`src/rtl/alu_op_sequencer.sv`:
```
// rtl/alu_op_sequencer.sv - command/response sequencer driving a combinational ALU, with sticky NZCV flags
// Optional feature macro: ALU_SEQ_FWD_EN (adds cmd_fwd and a last-result forwarding register onto alu_a)
module alu_op_sequencer #(
  parameter int DATA_W = 64,
  parameter int SEL_W  = 5,
  parameter int SETTLE = 1
) (
  input  logic              clock,
  input  logic              reset_n,
  input  logic              cmd_valid,
  output logic              cmd_ready,
  input  logic [DATA_W-1:0] cmd_a,
  input  logic [DATA_W-1:0] cmd_b,
  input  logic [SEL_W-1:0]  cmd_sel,
  input  logic              cmd_cin,
  input  logic              cmd_setf,
`ifdef ALU_SEQ_FWD_EN
  input  logic              cmd_fwd,
`endif
  output logic [DATA_W-1:0] alu_a,
  output logic [DATA_W-1:0] alu_b,
  output logic [SEL_W-1:0]  alu_sel,
  output logic [1:0]        alu_cin,
  input  logic [DATA_W-1:0] alu_out,
  input  logic [1:0]        alu_cout,
  input  logic [3:0]        alu_status,
  output logic              rsp_valid,
  input  logic              rsp_ready,
  output logic [DATA_W-1:0] rsp_data,
  output logic [1:0]        rsp_cout,
  output logic [3:0]        rsp_status,
  output logic [3:0]        flags,
  output logic              busy
);

  // A settle time of zero cannot be honoured by a registered capture, so clamp to one cycle.
  localparam int SETTLE_EFF = (SETTLE < 1) ? 1 : SETTLE;
  localparam int CNT_W      = (SETTLE_EFF > 1) ? $clog2(SETTLE_EFF) : 1;
  localparam logic [CNT_W-1:0] CNT_LOAD = CNT_W'(SETTLE_EFF - 1);

  typedef enum logic [1:0] {
    S_IDLE   = 2'd0,
    S_SETTLE = 2'd1,
    S_RESP   = 2'd2
  } state_t;

  state_t            state_q;
  logic [CNT_W-1:0]  cnt_q;
  logic [CNT_W-1:0]  cnt_d;
  logic              setf_q;
  logic              cmd_ready_q;
  logic              busy_q;
  logic              rsp_valid_q;
  logic [DATA_W-1:0] alu_a_q;
  logic [DATA_W-1:0] alu_b_q;
  logic [SEL_W-1:0]  alu_sel_q;
  logic [1:0]        alu_cin_q;
  logic [DATA_W-1:0] rsp_data_q;
  logic [1:0]        rsp_cout_q;
  logic [3:0]        rsp_status_q;
  logic [3:0]        flags_q;
  logic [DATA_W-1:0] a_src;

`ifdef ALU_SEQ_FWD_EN
  logic [DATA_W-1:0] last_q;

  // Chained ops take operand A from the previous captured result instead of the command.
  always_comb begin
    a_src = cmd_fwd ? last_q : cmd_a;
  end

  // Last-result register follows every capture so the next op can chain on it.
  always_ff @(posedge clock or negedge reset_n) begin
    if (!reset_n) begin
      last_q <= '0;
    end else if (state_q == S_SETTLE && cnt_q == '0) begin
      last_q <= alu_out;
    end
  end
`else
  // Without forwarding, operand A always comes straight from the command.
  always_comb begin
    a_src = cmd_a;
  end
`endif

  // Settle countdown step used while waiting for the ALU outputs to become valid.
  always_comb begin
    cnt_d = cnt_q - 1'b1;
  end

  // Sequencer FSM: accept, hold ALU inputs for the settle time, capture, then hand off the response.
  always_ff @(posedge clock or negedge reset_n) begin
    if (!reset_n) begin
      state_q      <= S_IDLE;
      cnt_q        <= '0;
      setf_q       <= 1'b0;
      cmd_ready_q  <= 1'b1;
      busy_q       <= 1'b0;
      rsp_valid_q  <= 1'b0;
      alu_a_q      <= '0;
      alu_b_q      <= '0;
      alu_sel_q    <= '0;
      alu_cin_q    <= '0;
      rsp_data_q   <= '0;
      rsp_cout_q   <= '0;
      rsp_status_q <= '0;
      flags_q      <= '0;
    end else begin
      case (state_q)
        S_IDLE: begin
          if (cmd_valid) begin
            alu_a_q     <= a_src;
            alu_b_q     <= cmd_b;
            alu_sel_q   <= cmd_sel;
            alu_cin_q   <= {1'b0, cmd_cin};
            setf_q      <= cmd_setf;
            cnt_q       <= CNT_LOAD;
            cmd_ready_q <= 1'b0;
            busy_q      <= 1'b1;
            state_q     <= S_SETTLE;
          end
        end
        S_SETTLE: begin
          if (cnt_q == '0) begin
            rsp_data_q   <= alu_out;
            rsp_cout_q   <= alu_cout;
            rsp_status_q <= alu_status;
            if (setf_q) begin
              flags_q <= alu_status;
            end
            rsp_valid_q <= 1'b1;
            state_q     <= S_RESP;
          end else begin
            cnt_q <= cnt_d;
          end
        end
        S_RESP: begin
          if (rsp_ready) begin
            rsp_valid_q <= 1'b0;
            cmd_ready_q <= 1'b1;
            busy_q      <= 1'b0;
            state_q     <= S_IDLE;
          end
        end
        default: begin
          rsp_valid_q <= 1'b0;
          cmd_ready_q <= 1'b1;
          busy_q      <= 1'b0;
          state_q     <= S_IDLE;
        end
      endcase
    end
  end

  assign cmd_ready  = cmd_ready_q;
  assign busy       = busy_q;
  assign rsp_valid  = rsp_valid_q;
  assign alu_a      = alu_a_q;
  assign alu_b      = alu_b_q;
  assign alu_sel    = alu_sel_q;
  assign alu_cin    = alu_cin_q;
  assign rsp_data   = rsp_data_q;
  assign rsp_cout   = rsp_cout_q;
  assign rsp_status = rsp_status_q;
  assign flags      = flags_q;

endmodule
```
`config.mk`:
```
export PLATFORM = sky130hd
export DESIGN_NAME = alu_op_sequencer
export DESIGN_NICKNAME = d
export VERILOG_FILES = /design/src/rtl/alu_op_sequencer.sv
export SDC_FILE = /design/constraint.sdc
export NUM_CORES = 1
export LEC_CHECK = 0
export BUFFER_PORTS_ARGS = -buffer_cell sky130_fd_sc_hd__buf_4
export CAP_MARGIN = 20
export CORE_AREA = 5 5 162 164
export CTS_BUF_LIST = sky130_fd_sc_hd__clkbuf_16
export DETAILED_ROUTE_END_ITERATION = 8
export DIE_AREA = 0 0 167 169
export PLACE_DENSITY = 0.72
export SLEW_MARGIN = 40
export SYNTH_ARGS = -nofsm -noshare
export SYNTH_HDL_FRONTEND = slang
export SYNTH_SLANG_ARGS = --single-unit
```
`constraint.sdc`:
```
create_clock -name clock -period 2.1 [get_ports clock]
set_input_delay 0.21 -clock clock [delete_from_list [all_inputs] [get_ports clock]]
set_output_delay 0.21 -clock clock [all_outputs]
set_load 0.05 [all_outputs]
```
== Yosys cells after proc, flatten, opt, wreduce, memory -nomap -nowiden ==
Cells that the tools add are included.
W data, S select, Z words.

* Register bits: 215
* Memories kept: 0
* Bits in writable memories: 0
* ROM bits: 0
* Latch bits: 0
* Word-level logic and storage cells: 46
* Output and inout bits: 212

* Magnitude comparators: 0
* Eq/ne operators: 5
* Shift-type cells: 0
* Multipliers: 0
* Bitwise operators: 3
* Reduce and logical (&&, ||, !) cells: 9
* Add/sub/neg operators: 1
* Mux-type cells: 14
* Div/mod/pow operators: 0

{| class="wikitable"
|+ Operators with widths
! operator !! number
|-
| $reduce_and A3 Y1 || 4
|-
| $pmux W1 S3 || 3
|-
| $mux W1 || 6
|-
| $mux W2 || 3
|-
| $ne A2 B2 Y1 const B || 3
|-
| $pmux W2 S3 || 1
|-
| $reduce_and A2 Y1 || 3
|-
| $not A1 Y1 || 3
|-
| $eq A2 B1 Y1 const B || 1
|-
| $eq A2 B2 Y1 const B || 1
|-
| $logic_not A2 Y1 || 1
|-
| $pmux W1 S2 || 1
|-
| $reduce_bool A2 Y1 || 1
|-
| $sub A1 B1 Y1 const B || 1
|}

== Depth between registers and ports, before layout ==
Gate-level depths: netlist (run 1).

* Word-level depth: 3
* Gate-level depth with buffers: 6
* Mapped depth without buffers: 3

== Worst setup path after synthesis (run 1) ==
OpenSTA, ideal clock, no wires.

* Path kind: reg2reg
* Start point: reg state_q[1]
* End point: reg alu_a_q[0] (netlist: alu_a[0])
* Path slack: 0.564 ns
* Clock period less this slack: 1.536 ns
* Cell stages (with the launch flop): 7
* Library setup time: 0.125 ns
* Data arrival time: 1.411 ns
* Data required time: 1.975 ns
* Cell sequence: dfrtp_1 -> nor2b_2 -> nor2b_4 -> buf_6 -> buf_6 -> buf_8 -> mux2_4

* Cells in the longest elaborated chain, start to end: 2

{| class="wikitable"
|+ RTL lines
! element !! line !! RTL
|-
| from (decl) || 47 || <nowiki>state_t state_q;</nowiki>
|-
| from (signal assigned) || 95 || <nowiki>state_q <= S_IDLE;</nowiki>
|-
| from (signal assigned) || 121 || <nowiki>state_q <= S_SETTLE;</nowiki>
|-
| from (signal assigned) || 133 || <nowiki>state_q <= S_RESP;</nowiki>
|-
| $logic_not A2 Y1 || 110 || <nowiki>case (state_q)</nowiki>
|-
| $reduce_and A2 Y1 (no line) || -- ||
|-
| to (signal assigned) || 113 || <nowiki>alu_a_q <= a_src;</nowiki>
|-
| to (decl) || 54 || <nowiki>logic [DATA_W-1:0] alu_a_q;</nowiki>
|}

Every way passes these cells.
A chain may end at the register's enable or synchronous reset.

== Worst setup path after layout (run 1) ==
* Start point: reg state_q[1]
* End point: reg alu_a_q[12] (netlist: alu_a[12])

The elaborated chain is that of the path after synthesis.

==> metrics, run 1 <==
CP max FO=14; first-pass GRT wire length=42800 µm; Syn Area/Cell=17.6 µm²; post-route ant nets=0; setup violators final=0; fin crit period=1.79 ns; DR pass1 iterations=4; total CTS buffers=24; largest family of logic cells by synthesized area=multiplexers; largest net degree at the start of global routing=67; Reg2Reg Capture Point=alu_a[12]; Crit path largest cell delay=0.46 ns; Ys Warns=0; via count=6418; synth unique cells=21; type of the tightest min-delay check=in2reg; Die Height=169 µm; worst reg2reg startpoint=state_q[1]; Reg2Reg Setup Slack=0.31 ns; fmax=558 MHz; Residual DRC=0; routed len/inst=18.6 µm; Nets=1313; EDFF count, synth=0; arrival time of the worst setup path=2.19 ns; DRT Wirelength=27000 µm; post-DP HPWL=17300 µm; adder-cell area share of the yosys netlist=0%; Starting Density=32.9%; Synth Area in Compound Gates=0.492%; GR Overflow Total=0; Global Route Usage Sum=18.7%; Root Buffer=clkbuf_16; most frequent cell after synthesis=dfrtp_1; clk_lat worst skew=0.50 ns; vias per cell=4.42; Slew Viols, Final=0; vias in the first global route=7537; area grow syn2layout=79.3%; H-tree levels=1; postcts setup bufs=0; slowest CP cell=dfrtp_1; unrepaired setup endpoints after global routing=no; initial antenna violation count=1; Max Cap Viol=0; chip width=167 µm; Total Die Area=0.0282 mm²; Leakage Power=6.87 nW; post-synthesis mux area share=30.7%; Hold Path Sink=rsp_valid; xor/xnor share of the synthesized area=0%; hold_sp=rsp_ready; Mapped Cells=463; skew final=0.00740 ns; final setup TNS=0 ns; asr flop ratio synth=100%; Synth top cells by count=dfrtp_1 (213), mux2_2 (170), mux2_4 (39), buf_2 (10), buf_4 (8); Max-slew headroom=60.0%; Buf/Inv on CP=2; reg2reg path depth=5; Post-Synth Simple-Gate Area=0.538%; Worst Setup Start Kind=flop; Power, Total=27.4 mW; # port buffers=419; CP Cell Sequence=nor2b_2, nor2b_4, buf_12, buf_4, mux2_4; fin crit share=85.4%; critical path capture point type=flop; TritonCTS clock tree=yes; Cells on Worst Hold Path=3; VDD IR max=1.20 mV; layout cells sized above 1=60.6%; top cells by area, synth=dfrtp_1 (65%), mux2_2 (24%), mux2_4 (7.2%); Final Hold Viols=0; CTS clk-pin slew, worst paths=0.06 ns; Cell Area, Synth=0.00814 mm²; CP required=2.49 ns; post-CTS sizing=0; status=completed; Filler Cells Inserted=1799; Mapped Nets=672; clock buffer depth=3; synthesized flop and latch total=214; crit-path leading delay family=flip-flops; io pins=421; share of the synthesized area in the top cell type=65.4%; row cnt=58; P per Cell Area=1880 mW/mm²; post-synth top area cell=dfrtp_1; Slew @ Worst Pin=0.601 ns; core area=0.0247 mm²; GP Congestion=0.793; cts hold-fix bufs=206; clock sink count=214; Initial DRC Count=255; sequential area share after synthesis=65.8%; dominant synthesized flop cell=dfrtp_1; Worst Setup Path Type=reg2reg
==> placed cells by master (no fill, tap or decap), types with 2 or more instances in the layout <==
master | Yosys | final
dlygate4sd3_1 | 0 | 206
clkbuf_16 | 0 | 25
nor2b_4 | 1 | 2
buf_4 | 8 | 424
bufinv_16 | 0 | 4
mux2_2 | 170 | 170
inv_1 | 2 | 4
mux2_4 | 39 | 39
clkinv_1 | 0 | 8
nor2_1 | 3 | 3
clkinv_2 | 0 | 3
dfrtp_1 | 213 | 213
buf_12 | 0 | 8
==> worst max path at each step <==
stage | end | cells after the start | start
after CTS | alu_a[12] | 5 | state_q[1]
after floorplan | alu_a[0] | 6 | state_q[1]
after global placement | alu_a[2] | 5 | state_q[1]
final | alu_a[12] | 5 | state_q[1]
after detailed placement | alu_a[5] | 5 | state_q[1]
after global routing | alu_b[1] | 5 | state_q[1]
==> worst min-delay path: cells and delay by family <==
kind / cells / cell delay [ns]
buf+inv: 1 / 0.10
compound gates: 2 / 0.17
==> flip-flops by register name, summed over array words and instances (netlist names) <==
signal / flops
alu_a: 64
alu_b: 64
alu_cin: 1
alu_sel: 5
busy: 1
cmd_ready: 1
flags: 4
rsp_cout: 2
rsp_data: 64
rsp_status: 4
rsp_valid: 1
setf_q: 1
state_q: 2
==> area by class of cell <==
class / instances / area (µm²) / share of cell area [%]
sequential: 214 / 5360 / 36.7
timing repair buffer: 639 / 5420 / 37.1
inverter: 2 / 7.51 / 0.0514
tap: 330 / 413 / 2.83
clock inverter: 18 / 180 / 1.23
antenna: 1 / 2.50 / 0.0171
multi-input combinational: 223 / 2590 / 17.8
clock buffer: 25 / 626 / 4.29
==> power breakdown <==
part / switching [mW] / leakage (nW) / internal, mW
Clock: 1.65 / 0.400 / 2.63
Sequential: 1.26 / 2.50 / 6.26
Combinational: 10.1 / 3.97 / 5.52
==> metrics by stage <==
| step | instance area (µm²) | std cells | hold WS [ns] | util [%] | setup WS (ns) |
|---|---|---|---|---|---|
| 2_1_floorplan | 8140 | 463 | -0.0856 | - | 0.564 |
| 3_5_place_dp | 11700 | 1202 | 0.275 | 47.4 | 0.298 |
| 3_3_place_gp | 11700 | 1202 | 0.272 | 47.4 | 0.366 |
| 4_1_cts | 14600 | 1451 | 0.0000786 | 59.0 | 0.292 |
| 6_report | 14600 | 1452 | 0.0227 | 59.0 | 0.307 |
| 5_1_grt | 14600 | 1452 | 0.0370 | 59.0 | 0.241 |
==> logic make-up after synthesis <==
logic type | after synthesis
flops | 214
mux | 209
buf+inv | 26
simple gates | 7
compound gates | 6
other cells | 1
==> per-layer routing <==
metal  vias up  wire length [µm]  global-route usage [%]
li1       2929                 -                       -
met1      3147              9850                    21.0
met2       282             14200                    34.2
met3        60              1960                    4.65
met4         0               914                    6.90
met5         -                 0                       0
Power figures use the tool's default switching activity.
==> run 2, diff against run 1 <==
--- a/config.mk
+++ b/config.mk
@@ -11,7 +11,7 @@
 export CTS_BUF_LIST = sky130_fd_sc_hd__clkbuf_16
 export DETAILED_ROUTE_END_ITERATION = 8
 export DIE_AREA = 0 0 167 169
-export PLACE_DENSITY = 0.72
+export PLACE_DENSITY = 0.64
 export SLEW_MARGIN = 40
 export SYNTH_ARGS = -nofsm -noshare
 export SYNTH_HDL_FRONTEND = slang
==> run 2 against run 1 <==
Final cell count is 0.28% higher. Largest power group unchanged. Global-route usage decreased by 1.0 points. Die area stayed put. Sequential share of layout area up 0.11 points. Critical endpoint is now alu_b[47]. Clock power is 8.2% lower. Via count fell by 0.23%. Power decreased by 1.3%. Final area is 0.30% lower. Worst setup slack better by 0.0030 ns. Largest cell class unchanged. Hold slack better by 0.17 ns.
==> metrics, run 2 (synthesized netlist as in run 1, its figures left out) <==
layout cells sized above 1=60.2%; total CTS buffers=25; Crit path largest cell delay=0.46 ns; routed len/inst=17.8 µm; sequential share of power=27.8%; Initial DRC Count=240; P_int=14.1 mW; final setup TNS=0 ns; commonest non-fill, non-tap cell in the layout=buf_4; Nets=1316; Leakage Power=6.87 nW; clk_lat worst skew=0.50 ns; CP max FO=71; TritonCTS clock tree=yes; Clock power frac=14.5%; post-route ant nets=0; H-tree levels=1; Power, Total=27.0 mW; Residual DRC=0; Die Height=169 µm; Final Hold Viols=0; setup violators final=0; core area=0.0247 mm²; DR pass1 iterations=4; CP required=2.48 ns; initial antenna violation count=2; vias per cell=4.40; CP Cell Sequence=nor2b_2, nor2b_4, buf_12, mux2_2; fin crit period=1.79 ns; CTS clk-pin slew, worst paths=0.06 ns; io pins=421; Global Route Usage Sum=17.6%; vias in the first global route=7238; post-DP HPWL=17200 µm; # port buffers=419; final design utilization=58.8%; Buf/Inv on CP=1; Combinational Power Share=57.7%; VDD IR max=1.29 mV; row cnt=58; fmax=559 MHz; P per Cell Area=1860 mW/mm²; unrepaired setup endpoints after global routing=no; arrival time of the worst setup path=2.17 ns; critical path capture point type=flop; commonest non-fill, non-tap cells in the layout=buf_4 (424), dfrtp_1 (213), dlygate4sd3_1 (207); skew final=0.00592 ns; clock buffer depth=3; Starting Density=32.9%; fin crit share=85.3%; Root Buffer=clkbuf_16; first-pass GRT wire length=40800 µm; Max Cap Viol=0; largest net degree at the start of global routing=72; crit-path leading delay family=flip-flops; Worst Setup Start Kind=flop; slowest CP cell=dfrtp_1; area grow syn2layout=78.7%; Worst Setup Path Type=reg2reg; chip width=167 µm; DRT Wirelength=26000 µm; GR Overflow Total=0; Total Die Area=0.0282 mm²; WHS=0.189 ns; Slew Viols, Final=0; status=completed; type of the tightest min-delay check=in2reg; Net Sw Power=12.9 mW; Net Sw Frac=47.9%; GP Congestion=0.774; via count=6403; clock sink count=214
[run 2: metal layers]
layer | up-vias | track usage, % | wire length, µm
li1 | 2923 | - | -
met1 | 3120 | 19.7 | 9630
met2 | 292 | 31.5 | 13200
met3 | 66 | 5.58 | 2110
met4 | 2 | 6.62 | 1040
met5 | - | 0 | 13
[run 2: final timing paths]
kind	startpoint	to	slack [ns]	depth (start not counted)
min reg2reg	rsp_valid	rsp_valid	0.49	1
max in group asynchronous	reset_n	cmd_ready	1.18	3
min	cmd_valid	cmd_ready	0.19	4
min in group asynchronous	reset_n	rsp_data[30]	0.22	2
max	state_q[1]	alu_b[47]	0.31	4
max reg2reg	state_q[1]	alu_b[47]	0.31	4
[run 2: tightest hold or removal path, cell delays in order]
cell	delay [ns]
buf_4	0.08
nor2b_2	0.16
nor2_1	0.07
o22a_1	0.17
[run 2: cell type report]
cell class | count | area (µm²)
diodes | 1 | 2.50
clock buffers | 25 | 626
clock inverters | 20 | 106
fillers | 1916 | 10200
inverters | 2 | 7.51
multi-input cells | 223 | 2590
flip-flops and latches | 214 | 5360
well taps | 330 | 413
repair buffers | 641 | 5450
[run 2: stage by stage]
stage,area [µm²],std cells,setup slack [ns]
global route,14600,1456,0.208
global placement,11700,1203,0.366
CTS,14600,1455,0.313
floorplan,8140,463,0.564
detailed placement,11700,1203,0.339
finish,14600,1456,0.310
[run 2: what timing repair did]
action,in CTS,in global routing
gates resized for setup,0,0
hold endpoints to repair,255,0
hold buffers,207,0
buffers inserted,0,0
[run 2: power by group through the flow]
stage               sequential (mW)  combinational (mW)  clock, mW
detailed placement             7.48                15.3          0
global route                   7.75                16.1       4.20
global placement               7.42                15.2          0
CTS                            7.45                15.7       4.05
finish                         7.50                15.6       3.93
floorplan                      14.7                3.18          0
